<file path="src/rtl/fifo_rd_stream.sv">
// Streams words out of a registered-read FIFO onto a valid/ready interface.
// Keeps a 2-entry skid buffer so a 1-cycle read latency still allows full throughput.
module fifo_rd_stream #(
  parameter int unsigned DATA_WIDTH = 8,
  parameter int unsigned CNT_WIDTH  = 16
) (
  input  logic                  clk,
  input  logic                  rst_,
  input  logic                  en,
  input  logic                  fifo_empty,
  input  logic [DATA_WIDTH-1:0] fifo_dout,
  output logic                  fifo_rd_en,
  output logic                  m_valid,
  output logic [DATA_WIDTH-1:0] m_data,
  input  logic                  m_ready,
  output logic [CNT_WIDTH-1:0]  xfer_cnt
);

  logic [DATA_WIDTH-1:0] skid_q [2];
  logic                  head_q;
  logic                  tail_q;
  logic                  inflight_q;
  logic [1:0]            occ_q;
  logic [CNT_WIDTH-1:0]  cnt_q;
  logic                  pop;
  logic [2:0]            level;

  assign m_valid  = (occ_q != 2'd0);
  assign m_data   = skid_q[head_q];
  assign pop      = m_valid & m_ready;
  assign xfer_cnt = cnt_q;

  // Words already owned (buffered + inflight) after this cycle's pop; one slot must stay free.
  assign level      = 3'(occ_q) + 3'(inflight_q) - 3'(pop);
  assign fifo_rd_en = rst_ & en & ~fifo_empty & (level <= 3'd1);

  always_ff @(posedge clk or negedge rst_) begin
    if (!rst_) begin
      head_q     <= 1'b0;
      tail_q     <= 1'b0;
      inflight_q <= 1'b0;
      occ_q      <= 2'd0;
      cnt_q      <= '0;
    end else begin
      inflight_q <= fifo_rd_en;
      if (inflight_q) tail_q <= ~tail_q;
      if (pop) begin
        head_q <= ~head_q;
        cnt_q  <= cnt_q + CNT_WIDTH'(1);
      end
      case ({inflight_q, pop})
        2'b10:   occ_q <= occ_q + 2'd1;
        2'b01:   occ_q <= occ_q - 2'd1;
        default: occ_q <= occ_q;
      endcase
    end
  end

  // Data storage carries no reset; m_valid qualifies it.
  always_ff @(posedge clk) begin
    if (inflight_q) skid_q[tail_q] <= fifo_dout;
  end

endmodule

</file>
<file path="config.mk">
export PLATFORM = sky130hd
export DESIGN_NAME = fifo_rd_stream
export DESIGN_NICKNAME = d
export VERILOG_FILES = /design/src/rtl/fifo_rd_stream.sv
export SDC_FILE = /design/constraint.sdc
export NUM_CORES = 1
export LEC_CHECK = 0
export CORE_ASPECT_RATIO = 0.7
export CORE_MARGIN = 2
export CORE_UTILIZATION = 45
export DETAILED_ROUTE_END_ITERATION = 6
export PLACE_DENSITY = 0.74
export SYNTH_ARGS = -nofsm -noshare
export SYNTH_HDL_FRONTEND = slang
export SYNTH_SLANG_ARGS = --single-unit
</file>
<file path="constraint.sdc">
create_clock -name clk -period 2.6 [get_ports clk]
set_clock_uncertainty 0.05 [all_clocks]
set_input_delay 0.52 -clock clk [delete_from_list [all_inputs] [get_ports clk]]
set_output_delay 0.52 -clock clk [all_outputs]
set_load 0.1 [all_outputs]
</file>
==> results of run 1 <==
## cells in the mapped netlist
library cell	n	share of area, %
nand2b_1	1	0.40
clkbuf_1	1	0.24
nor2_1	4	0.97
and2_1	3	1.2
and3_1	1	0.40
and4_1	2	1.1
nand4b_1	1	0.57
nor3_1	1	0.32
edfxtp_1	16	31
nand2_1	9	2.2
dfrtp_1	21	34
xnor2_1	15	8.5
buf_4	1	0.48
nand3_1	7	2.3
fa_1	1	1.3
o21ai_1	1	0.32
a21o_1	1	0.48
nor2b_1	1	0.40
or2_2	1	0.40
a21oi_1	2	0.65
nor3_2	1	0.65
nand4_1	3	1.2
o211a_1	1	0.65
mux2_2	8	5.8
inv_1	3	0.73
xor2_1	4	2.3
ha_1	2	1.6
## final timing paths
path                                    from           end  cells past startpoint
worst max-delay path                occ_q[0]    fifo_rd_en                      9
min in group asynchronous               rst_   xfer_cnt[4]                      2
worst min register to register  xfer_cnt[15]  xfer_cnt[15]                      1
worst min-delay path            xfer_cnt[15]  xfer_cnt[15]                      1
worst max register to register      occ_q[0]    inflight_q                      9
max in group asynchronous               rst_      occ_q[1]                      2
## placed cells by master, fill, tap and decap left out, drive strengths merged, types with 2 or more instances in the layout
master | netlist | layout
a21oi | 2 | 2
and2 | 3 | 3
and4 | 2 | 2
buf | 1 | 40
clkbuf | 1 | 6
clkdlybuf4s50 | 0 | 11
dfrtp | 21 | 21
edfxtp | 16 | 16
ha | 2 | 2
inv | 3 | 3
mux2 | 8 | 8
nand2 | 9 | 9
nand3 | 7 | 7
nand4 | 3 | 3
nor2 | 4 | 4
nor3 | 2 | 2
xnor2 | 15 | 15
xor2 | 4 | 4
## power by group
part           leakage (nW)  internal (mW)  switching [mW]
clock                0.0552          0.284           0.189
combinational         0.470          0.298           0.755
sequential            0.423          0.690           0.104
## per-stage QoR
step / utilization [%] / setup TNS [ns]
3_3_place_gp: 62.37 / -0.4533
5_1_grt: 67.28 / -0.2868
6_report: 67.28 / -0.1798
3_5_place_dp: 62.37 / -0.5352
4_1_cts: 66.42 / -0.1928
2_1_floorplan: - / -0.1267
## area by class of cell
| cell class | instances | area (um^2) | share of cell area, % |
|---|---|---|---|
| Clock buffer | 6 | 72.57 | 3.358 |
| Clock inverter | 2 | 35.03 | 1.621 |
| Multi-Input combinational cell | 70 | 550.5 | 25.48 |
| Timing Repair Buffer | 51 | 424.2 | 19.63 |
| Sequential cell | 37 | 1008 | 46.67 |
| Inverter | 3 | 11.26 | 0.5211 |
| Tap cell | 47 | 58.81 | 2.721 |
## routing by layer
| layer | vias up | global-route usage [%] | share of wire [%] |
|---|---|---|---|
| met5 | - | 0 | 0 |
| met1 | 534 | 23.20 | 45 |
| li1 | 505 | - | - |
| met3 | 4 | 6.095 | 4.3 |
| met2 | 20 | 29.32 | 49 |
| met4 | 0 | 8.485 | 1.1 |
## state kept, by name, summed over array words and instances (netlist names)
name and flops:
occ_q 2, skid_q 16, head_q 1, tail_q 1, inflight_q 1, xfer_cnt 16
## cells by family (layout without fill, tap and decap cells)
family	Yosys count	count (layout)	share of synthesized area [%]
compound gates	5	5	2.098
mux	8	8	5.811
xor+xnor	19	19	10.73
simple gates	35	35	12.11
fa+ha+maj	3	3	2.905
buf+inv	5	62	1.453
flops	37	37	64.89
## what timing repair did
item,CTS,global route
endpoints found under the hold margin,0,0
resized for setup,8,1
setup endpoints to repair,1,1
buffers inserted,3,3
pin swaps,5,1
## worst register-to-register path, cell delays in order, from the launching register on
cell	delay (ns)
dfrtp_2	0.47
o21ai_4	0.18
nor2_4	0.05
a21o_1	0.18
ha_2	0.18
inv_2	0.05
fa_1	0.41
nand4b_1	0.15
nor2_4	0.06
buf_4	0.13
==> impl_metrics.toml, run 1 <==
[run_status]
violations = "negative setup slack"
status = "finished with violations"

[sta]
fmax_mhz = 359.7
finalSetupViolations = 1
tightestPinTransition_ns = 0.7837
fin_worst_hold_slack_ns = 0.4259
slew_violations = 0
setup_repair_after_global_routing_missed_its_margin = "true"
worst_slew_margin_rel_pct = 47.64
fin_crit_sh_pct = 106.9
hold_violations = 0
fin_ws_ns = -0.1798
fin_crit_ns = 2.780

[global_routing]
initial_antenna_violation_count = 0
global_route_total_overflow = 0
grt_start_max_net_pins = 22
grt_first_pass_wirelength_um = 5161
grt_pass1_vias = 1062
track_usage_pct = 18.53

[cts]
numCtsBuffers = 5
h-tree-depth = 2
insertion_delay_ns = 0.28
cts_tree = "done"
cts.sink_count = 37
post_cts_hold_buffer_count = 0
max-clock-path-buffers = 2
clkSlewWorstSetupHoldPaths_ns = 0.07
clk_root_buffer_cell = "clkbuf_8"

[floorplan]
num_rows = 17
fp.coreArea_um2 = 3212
fp.dieH_um = 53.11
pin_count = 39
die-area_um2 = 3938
initial_utilization_pct = 48.27
floorplan.die.width_um = 74.15

[yosys]
synthesis.area_per_instance_um2 = 13.84
netlist-cell-type-count = 27
yosys_register_bits = 37
syn_nets = 128
synth_area_um2 = 1550
gate_count_post_synth = 112
proportion_of_synthesized_chip_area_in_sequential_cells_pct = 64.89
synth.yosys.warnings = 0

[final_layout]
post_route_cells_drive_above_1_share_pct = 38.46
flow.area_growth_from_synthesis_pct = 39.39
final_cell_count_no_fill = 216
fillCellCount = 237
final_design_area_no_fill_um2 = 2161
post_layout_net_count = 184
n_antenna_cell = 0

[drt]
drt-vias-per-instance = 4.921
firstDrtPassIters = 4
route.detailed.wl_per_inst_um = 14.65
vias = 1063
first_iter_violations = 22
drtAntennaViolNets = 0
detail_route.wirelength_um = 3164
drc_errors = 0

[critical_path]
critical_path.cell_chain = "o21ai_4 -> nor2_4 -> a21o_1 -> ha_2 -> inv_2 -> fa_1 -> nand4b_1 -> nor2_4 -> buf_12"
setup.worst_path.start_class = "flop"
cp_top_family = "adder cells"
crit_path_max_incr_delay_ns = 0.48
cp_common_cell = "nor2_4"
critPathSlowestCell = "fa_1"
worst_ep_arrival_time_ns = 2.21
path_buf_inv = 2
critical_path.max_fanout = 5
crit_required_ns = 2.03
worstSetupPathType = "reg -> out"
register_to_register_path_setup_slack_ns = 0.60
endpoint_kind = "primary output"

[placed_design]
dpl_cell_area_um2 = 2003
hpwl_um = 2264
place.detailed.instances = 202
post-place-ws_ns = -0.5352
finalWeightedCongestion = 0.8454
port_buffer_count = 38

[run]
drv_cap = 0

[pwr]
irDropWorstVdd_v = 0.0008508
total_power_mw = 2.321
cellLeakagePower_nw = 0.9478
power.density_nw_per_um2 = 1074

[min_path]
hold_path_class = "reg -> reg"
(Power assumes the default switching activity.)
==> inputs of run 2 (changes only) <==
--- a/config.mk
+++ b/config.mk
@@ -5,6 +5,8 @@
 export SDC_FILE = /design/constraint.sdc
 export NUM_CORES = 1
 export LEC_CHECK = 0
+export ABC_AREA = 0
+export ABC_CLOCK_PERIOD_IN_PS = 2800
 export CORE_ASPECT_RATIO = 0.7
 export CORE_MARGIN = 2
 export CORE_UTILIZATION = 45
==> constraint.sdc (replaced) <==
create_clock -name clk -period 2.8 [get_ports clk]
set_clock_uncertainty 0.05 [all_clocks]
set_input_delay 0.56 -clock clk [delete_from_list [all_inputs] [get_ports clk]]
set_output_delay 0.56 -clock clk [all_outputs]
set_load 0.1 [all_outputs]
==> impl_metrics.toml, run 2 (synthesized netlist as in run 1, its figures left out) <==
[min_path]
hold_path_class = "reg -> reg"

[cts]
insertion_delay_ns = 0.27
max-clock-path-buffers = 2
h-tree-depth = 2
post_cts_hold_buffer_count = 0
numCtsBuffers = 5
clk_root_buffer_cell = "clkbuf_8"
cts_tree = "done"
cts.sink_count = 37
clkSlewWorstSetupHoldPaths_ns = 0.07

[drt]
drc_errors = 0
firstDrtPassIters = 4
drtAntennaViolNets = 0
drt-vias-per-instance = 4.810
detail_route.wirelength_um = 3013
first_iter_violations = 50
route.detailed.wl_per_inst_um = 13.95
vias = 1039

[sta]
hold_violations = 0
setup_repair_after_global_routing_missed_its_margin = "true"
fin_crit_sh_pct = 98.99
fin_ws_ns = 0.02827
fin_crit_ns = 2.772
finalSetupViolations = 0
tightestPinTransition_ns = 0.7515
fmax_mhz = 360.8
slew_violations = 0
worst_slew_margin_rel_pct = 49.80
fin_worst_hold_slack_ns = 0.4304

[pwr]
cellLeakagePower_nw = 0.9370
psw_mw = 0.9556
seq_power_share_pct = 35.7
irDropWorstVdd_v = 0.0006656
power.density_nw_per_um2 = 962.3
power.clock.fraction_pct = 16.9
switching_share_pct = 46.80
comb_power_share_pct = 47.4
cellInternalPower_mw = 1.086

[final_layout]
final_cell_count_no_fill = 216
layout_common_cells = "buf_4, dfrtp_1, edfxtp_1, xnor2_1, clkdlybuf4s50_1"
mostFrequentLayoutCell = "buf_4"
n_antenna_cell = 0
flow.area_growth_from_synthesis_pct = 36.88
post_route_cells_drive_above_1_share_pct = 37.87
final_util_pct = 66.07
post_layout_net_count = 184

[critical_path]
crit_required_ns = 2.19
worstSetupPathType = "reg -> out"
endpoint_kind = "primary output"
worst_ep_arrival_time_ns = 2.16
critical_path.max_fanout = 4
setup.worst_path.start_class = "flop"

[run]
drv_cap = 0

[global_routing]
grt_first_pass_wirelength_um = 4926
grt_start_max_net_pins = 22
track_usage_pct = 17.48
global_route_total_overflow = 0
grt_pass1_vias = 1077
initial_antenna_violation_count = 0

[placed_design]
place.detailed.instances = 202
finalWeightedCongestion = 0.7477
port_buffer_count = 38
post-place-ws_ns = -0.3623
hpwl_um = 2131

[floorplan]
num_rows = 17
fp.coreArea_um2 = 3212
floorplan.die.width_um = 74.15
die-area_um2 = 3938
fp.dieH_um = 53.11
initial_utilization_pct = 48.27
pin_count = 39

[run_status]
status = "finished clean"
run 2: cell count changes in the layout (fill, tap and decap cells not counted):
cell / before / now
dfrtp_2: 2 / 1
o21ai_4: 1 / 0
dfrtp_1: 19 / 20
o21ai_2: 0 / 1
nor2_4: 2 / 1
bufinv_16: 1 / 0
nor2_2: 0 / 1
clkinv_2: 1 / 2
run 2: power by group through the flow:
stage	logic [mW]	registers, mW	clock network (mW)
after CTS	0.956	0.732	0.354
final	0.968	0.729	0.346
after global routing	1.01	0.742	0.376
after detailed placement	0.925	0.744	0
after floorplan	0.529	0.922	0
after global placement	0.915	0.740	0
run 2: routing by layer:
layer  part of all wire (%)  GRT usage [%]  up-vias
met5                      0              0        -
met4                   0.76          6.364        0
met3                    5.2          6.286        4
met2                     48          29.61       25
met1                     46          20.54      508
li1                       -              -      502
run 2: metrics by stage:
step	power, mW	cell area, um^2	setup TNS [ns]
after detailed placement	1.668	1992	-0.3623
after floorplan	1.451	1564	-0.006724
after global placement	1.655	1992	-0.2770
final	2.042	2122	0
after CTS	2.042	2115	-0.01466
after global routing	2.125	2122	-0.1161
run 2: worst max-delay path, cell delays in order, from the launching register on:
cell	delay, ns
dfrtp_2	0.40
o21ai_2	0.08
nor2_2	0.10
a21o_1	0.13
ha_2	0.18
inv_2	0.04
fa_1	0.50
nand4b_1	0.14
nor2_4	0.14
buf_12	0.18
run 2: what timing repair did:
action,in CTS,in global routing
buffers inserted,5,1
pin swaps,6,1
hold endpoints to repair,0,0
setup endpoints to repair,1,1
resized for setup,9,0
run 2: area by class of cell:
class,instances,area [um^2]
inverter,3,11.26
multi-input combinational,70,538.0
timing repair buffer,51,424.2
clock buffer,6,72.57
fill,262,1090
sequential,37,1007
clock inverter,2,10.01
tap,47,58.81
run 2: path summary, 6_finish.rpt:
check                             start           end  slack [ns]  depth (start not counted)
max                            occ_q[0]    fifo_rd_en        0.03                          9
min                        xfer_cnt[15]  xfer_cnt[15]        0.43                          1
max reg2reg                    occ_q[0]    inflight_q        0.84                          9
min reg2reg                xfer_cnt[15]  xfer_cnt[15]        0.43                          1
max in group asynchronous          rst_      occ_q[0]        1.76                          2
min in group asynchronous          rst_        head_q        0.70                          2
==> patch 1: new RTL, flow settings as in run 2 <==
Register the output `xfer_cnt` once more, without a reset; this adds one clock of latency there. The other outputs are not delayed to match.
--- a/src/rtl/fifo_rd_stream.sv
+++ b/src/rtl/fifo_rd_stream.sv
@@ -28,7 +28,9 @@
   assign m_valid  = (occ_q != 2'd0);
   assign m_data   = skid_q[head_q];
   assign pop      = m_valid & m_ready;
-  assign xfer_cnt = cnt_q;
+  always_ff @(posedge clk) begin
+    xfer_cnt <= cnt_q;
+  end
 
   // Words already owned (buffered + inflight) after this cycle's pop; one slot must stay free.
   assign level      = 3'(occ_q) + 3'(inflight_q) - 3'(pop);
Formal check against the unedited RTL: not equivalent (a bounded check fails within 4 cycles, from zero or initial values and one cycle with rst_ low).
==> patch 1 against run 2 <==
  * Utilization decreased by 3.6 points
  * Routed wire length increased by 10%
  * Combinational power decreased by 19%
  * Design area increased by 18%
  * Area after synthesis increased by 23%
  * Sequential cell count increased by 16
  * Total power increased by 6.9%
  * Fmax decreased by 0.44%
  * First-iteration DRC count increased by 30%
  * Setup slack got worse by 0.012 ns
  * Largest cell class unchanged
  * Highest routed layer unchanged
==> patch 1: results (changes against run 2) <==
- Status: complete, no violations (unchanged)
- Yosys warning count: 0 (unchanged)
- Synth Area in XOR/XNOR: 8.69% (was 10.7%)
- Fillers: 335 (was 262)
- Post-Synthesis Net Count: 144 (was 128)
- Final Instance Count excl. Fillers: 236 (was 216)
- Multi-input gate count: 71 (was 70)
- R2R depth: 7 (was 9)
- Cells resized by post-CTS repair: 11 (was 9)
- Insertion delay to the later sink of the worst-skew pair: 0.31 ns (was 0.27 ns)
- Top post-synthesis cells by area: dfrtp_1, edfxtp_1, dfxtp_1 (was dfrtp_1, edfxtp_1, xnor2_1)
- Adder-cell share of the synthesized area: 2.35% (was 2.91%)
- Power Total: 2.18 mW (was 2.04 mW)
- Worst setup endpoint: fifo_rd_en (unchanged)
- P&R area growth vs syn: 30.3% (was 36.9%)
- Area post-placement: 2360 sq um (was 1990 sq um)
- Worst-path clk slew: 0.09 ns (was 0.07 ns)
- Cell count after placement: 223 (was 202)
- Async set-reset flop share out of synthesis: 39.6% (was 56.8%)
- Share of layout cells above drive strength 1: 35.9% (was 37.9%)
- Min Tclk post-route: 2.78 ns (was 2.77 ns)
- Largest stage delay on the critical path: 0.48 ns (was 0.50 ns)
- Relative slew slack: 50.8% (was 49.8%)
- Inverters: 2 (was 3)
- Synth cell types: 31 (was 27)
- Worst Setup Path Type: flip-flop to output port (unchanged)
- Total core area: 3990 sq um (was 3210 sq um)
- Setup repair bufs after CTS: 4 (was 5)
- Multiplexer share of the synthesized area: 5.29% (was 5.81%)
- Synth top area share: 27.5% (was 33.9%)
- Reg2reg setup slack: 0.99 ns (was 0.84 ns)
- Signal buf overhead: 16.7% (was 20.0%)
- Met1 Use GR: 21.4% (was 20.5%)
- Plain + repair buffers: 50 (was 51)
- Top cells by count, synth: dfrtp_1, dfxtp_1, edfxtp_1 (was dfrtp_1, edfxtp_1, xnor2_1)
- ClkCell Share: 3.46% (was 3.89%)
- First DRT Iteration DRCs: 65 (was 50)
- Logic pwr share: 35.9% (was 47.4%)
- Fin nets: 199 (was 184)
- Place WS: -0.311 ns (was -0.362 ns)
- Sequential cell area fraction in the yosys report: 69.3% (was 64.9%)
- Gp weighted congestion: 0.730 (was 0.748)
- LEAKAGE: 1.13 nW (was 0.937 nW)
- Global Route Usage Sum: 15.6% (was 17.5%)
- Storage cell area: 1330 sq um (was 1010 sq um)
- Grt met2 use: 22.8% (was 29.6%)
- Via/cell ratio: 4.89 (was 4.81)
- Pint: 1.26 mW (was 1.09 mW)
- Multi-input combinational area share: 23.7% (was 25.4%)
- Synth Register Bits: 53 (was 37)
- GR Util met3: 4.29% (was 6.29%)
- Vias in the first global route: 1109 (was 1077)
- First-pass GRT wire length: 5.43 mm (was 4.93 mm)
- Clk pwr share: 19.3% (was 16.9%)
- Peak supply drop: 0.693 mV (was 0.666 mV)
- Syn avg cell area: 15.0 sq um (was 13.8 sq um)
- Hpwl dp: 2.35 mm (was 2.13 mm)
- WL per Instance: 14.1 um (was 13.9 um)
patch 1: cell types whose count changed in the layout (fill, tap and decap cells not counted), moves of 2 or more:
cell	change
xor2_1	+5
and2_1	-2
xnor2_1	-5
dfxtp_1	+16
and3_1	+4
clkinv_2	-2
nand2_1	-4
patch 1: worst min path at each step:
stage | from | endpoint | slack (ns) | cells after the start
2_1_floorplan | rst_ | cnt_q[0] | 0.21 | 0
3_3_place_gp | cnt_q[15] | xfer_cnt[15] | 0.32 | 0
3_5_place_dp | cnt_q[15] | xfer_cnt[15] | 0.34 | 0
4_1_cts | cnt_q[15] | xfer_cnt[15] | 0.36 | 0
5_1_grt | cnt_q[15] | xfer_cnt[15] | 0.37 | 0
6_report | cnt_q[15] | xfer_cnt[15] | 0.36 | 0
patch 1: routing by layer:
layer / wire, um / share of wire (%) / up-vias
met3: 122 / 3.7 / 9
met1: 1520 / 46 / 566
met2: 1600 / 48 / 24
met5: 0 / 0 / -
li1: - / - / 556
met4: 80 / 2.4 / 0
==> patch 2: new RTL, settings of run 2 <==
Without the edit above. Set the parameter `DATA_WIDTH` to 10 (it was 8).
--- a/src/rtl/fifo_rd_stream.sv
+++ b/src/rtl/fifo_rd_stream.sv
@@ -1,7 +1,7 @@
 // Streams words out of a registered-read FIFO onto a valid/ready interface.
 // Keeps a 2-entry skid buffer so a 1-cycle read latency still allows full throughput.
 module fifo_rd_stream #(
-  parameter int unsigned DATA_WIDTH = 8,
+  parameter int unsigned DATA_WIDTH = 10,
   parameter int unsigned CNT_WIDTH  = 16
 ) (
   input  logic                  clk,
Ports: changed (resized fifo_dout and m_data); port bits go from 39 to 43. No check against the original RTL was run, so the function may have changed too.
==> patch 2 against run 2 <==
  * Via count is 3.8% higher
  * Routed wire length is 7.8% higher
  * Hold slack worse by 0.0056 ns
  * Sequential cell count is 4 higher
  * Sequential share of layout area is 0.57 points higher
  * Design area is 11% higher
  * Area after synthesis is 11% higher
  * Largest cell class unchanged
  * Highest routed layer unchanged
  * Combinational power is 12% higher
  * Fmax is 1.1% lower
  * Critical path depth stayed put
  * Total power is 15% higher
  * Setup slack worse by 0.030 ns
  * The run now ends with negative setup slack left
==> patch 2: results (changes against run 2) <==
- Status: complete, but fails checks (was complete, no violations)
- Failing checks: negative setup slack
- P_comb: 1.08 mW (was 968 uW)
- Place WS: -0.391 ns (was -0.362 ns)
- Global Route Usage Sum: 16.2% (was 17.5%)
- Top post-synthesis cells by area: edfxtp_1, dfrtp_1, xnor2_1 (was dfrtp_1, edfxtp_1, xnor2_1)
- Final worst slack: -0.00197 ns (was 0.0283 ns)
- Logic pwr share: 45.8% (was 47.4%)
- Grt met2 use: 25.4% (was 29.6%)
- First DRT Iteration DRCs: 65 (was 50)
- CP arrival: 2.19 ns (was 2.16 ns)
- Post-Synthesis Net Count: 133 (was 128)
- Hpwl dp: 2.33 mm (was 2.13 mm)
- Switching pwr: 1.08 mW (was 956 uW)
- Syn avg cell area: 14.9 sq um (was 13.8 sq um)
- Cell count after placement: 212 (was 202)
- DR WL met2: 1.61 mm (was 1.43 mm)
- Post-synth EDFFs: 20 (was 16)
- Share of layout cells above drive strength 1: 41.5% (was 37.9%)
- Endpoints failing setup: 1 (was 0)
- Peak supply drop: 0.629 mV (was 0.666 mV)
- Via/cell ratio: 4.77 (was 4.81)
- Adder-cell share of the synthesized area: 2.62% (was 2.91%)
- GR Util met3: 6.33% (was 6.29%)
- Compound-Gate Fraction of Synth Area: 1.97% (was 2.10%)
- Async set-reset flop share out of synthesis: 51.2% (was 56.8%)
- Top cells by count, synth: dfrtp_1, edfxtp_1, xnor2_1 (unchanged)
- Met1 Use GR: 21.1% (was 20.5%)
- First-pass GRT wire length: 5.27 mm (was 4.93 mm)
- R2R depth: 8 (was 9)
- Setup_tns: -0.00197 ns (was 0 ns)
- Area post-placement: 2190 sq um (was 1990 sq um)
- Insertion delay to the later sink of the worst-skew pair: 0.29 ns (was 0.27 ns)
- WL final: 3.25 mm (was 3.01 mm)
- Synth cell types: 29 (was 27)
- Routed met1 length: 1.40 mm (about the same)
## patch 2: cell count changes in the layout (fill, tap and decap cells not counted), moves of 2 or more
cell             change
xnor2_1              -2
mux2_2               +2
clkdlybuf4s50_1      +2
buf_4                +2
clkinv_2             -2
nor3_4               +2
nand3_1              -3
edfxtp_1             +4
xor2_1               +2
## patch 2: area by class of cell
class / count / share of cell area [%]
Clock inverter: 3 / 1.76
Tap cell: 50 / 2.66
Clock buffer: 5 / 2.93
Timing Repair Buffer: 54 / 19.1
Inverter: 2 / 0.319
Multi-Input combinational cell: 71 / 25.2
Sequential cell: 41 / 48.0
## patch 2: worst max-delay path: stages, from the launching register on
cell and delay (ns):
dfrtp_2 0.43, o21ai_4 0.08, nor2_2 0.10, a21o_1 0.13, ha_2 0.18, inv_2 0.03, fa_1 0.48, nand4b_1 0.15
nor2_4 0.15, buf_12 0.18
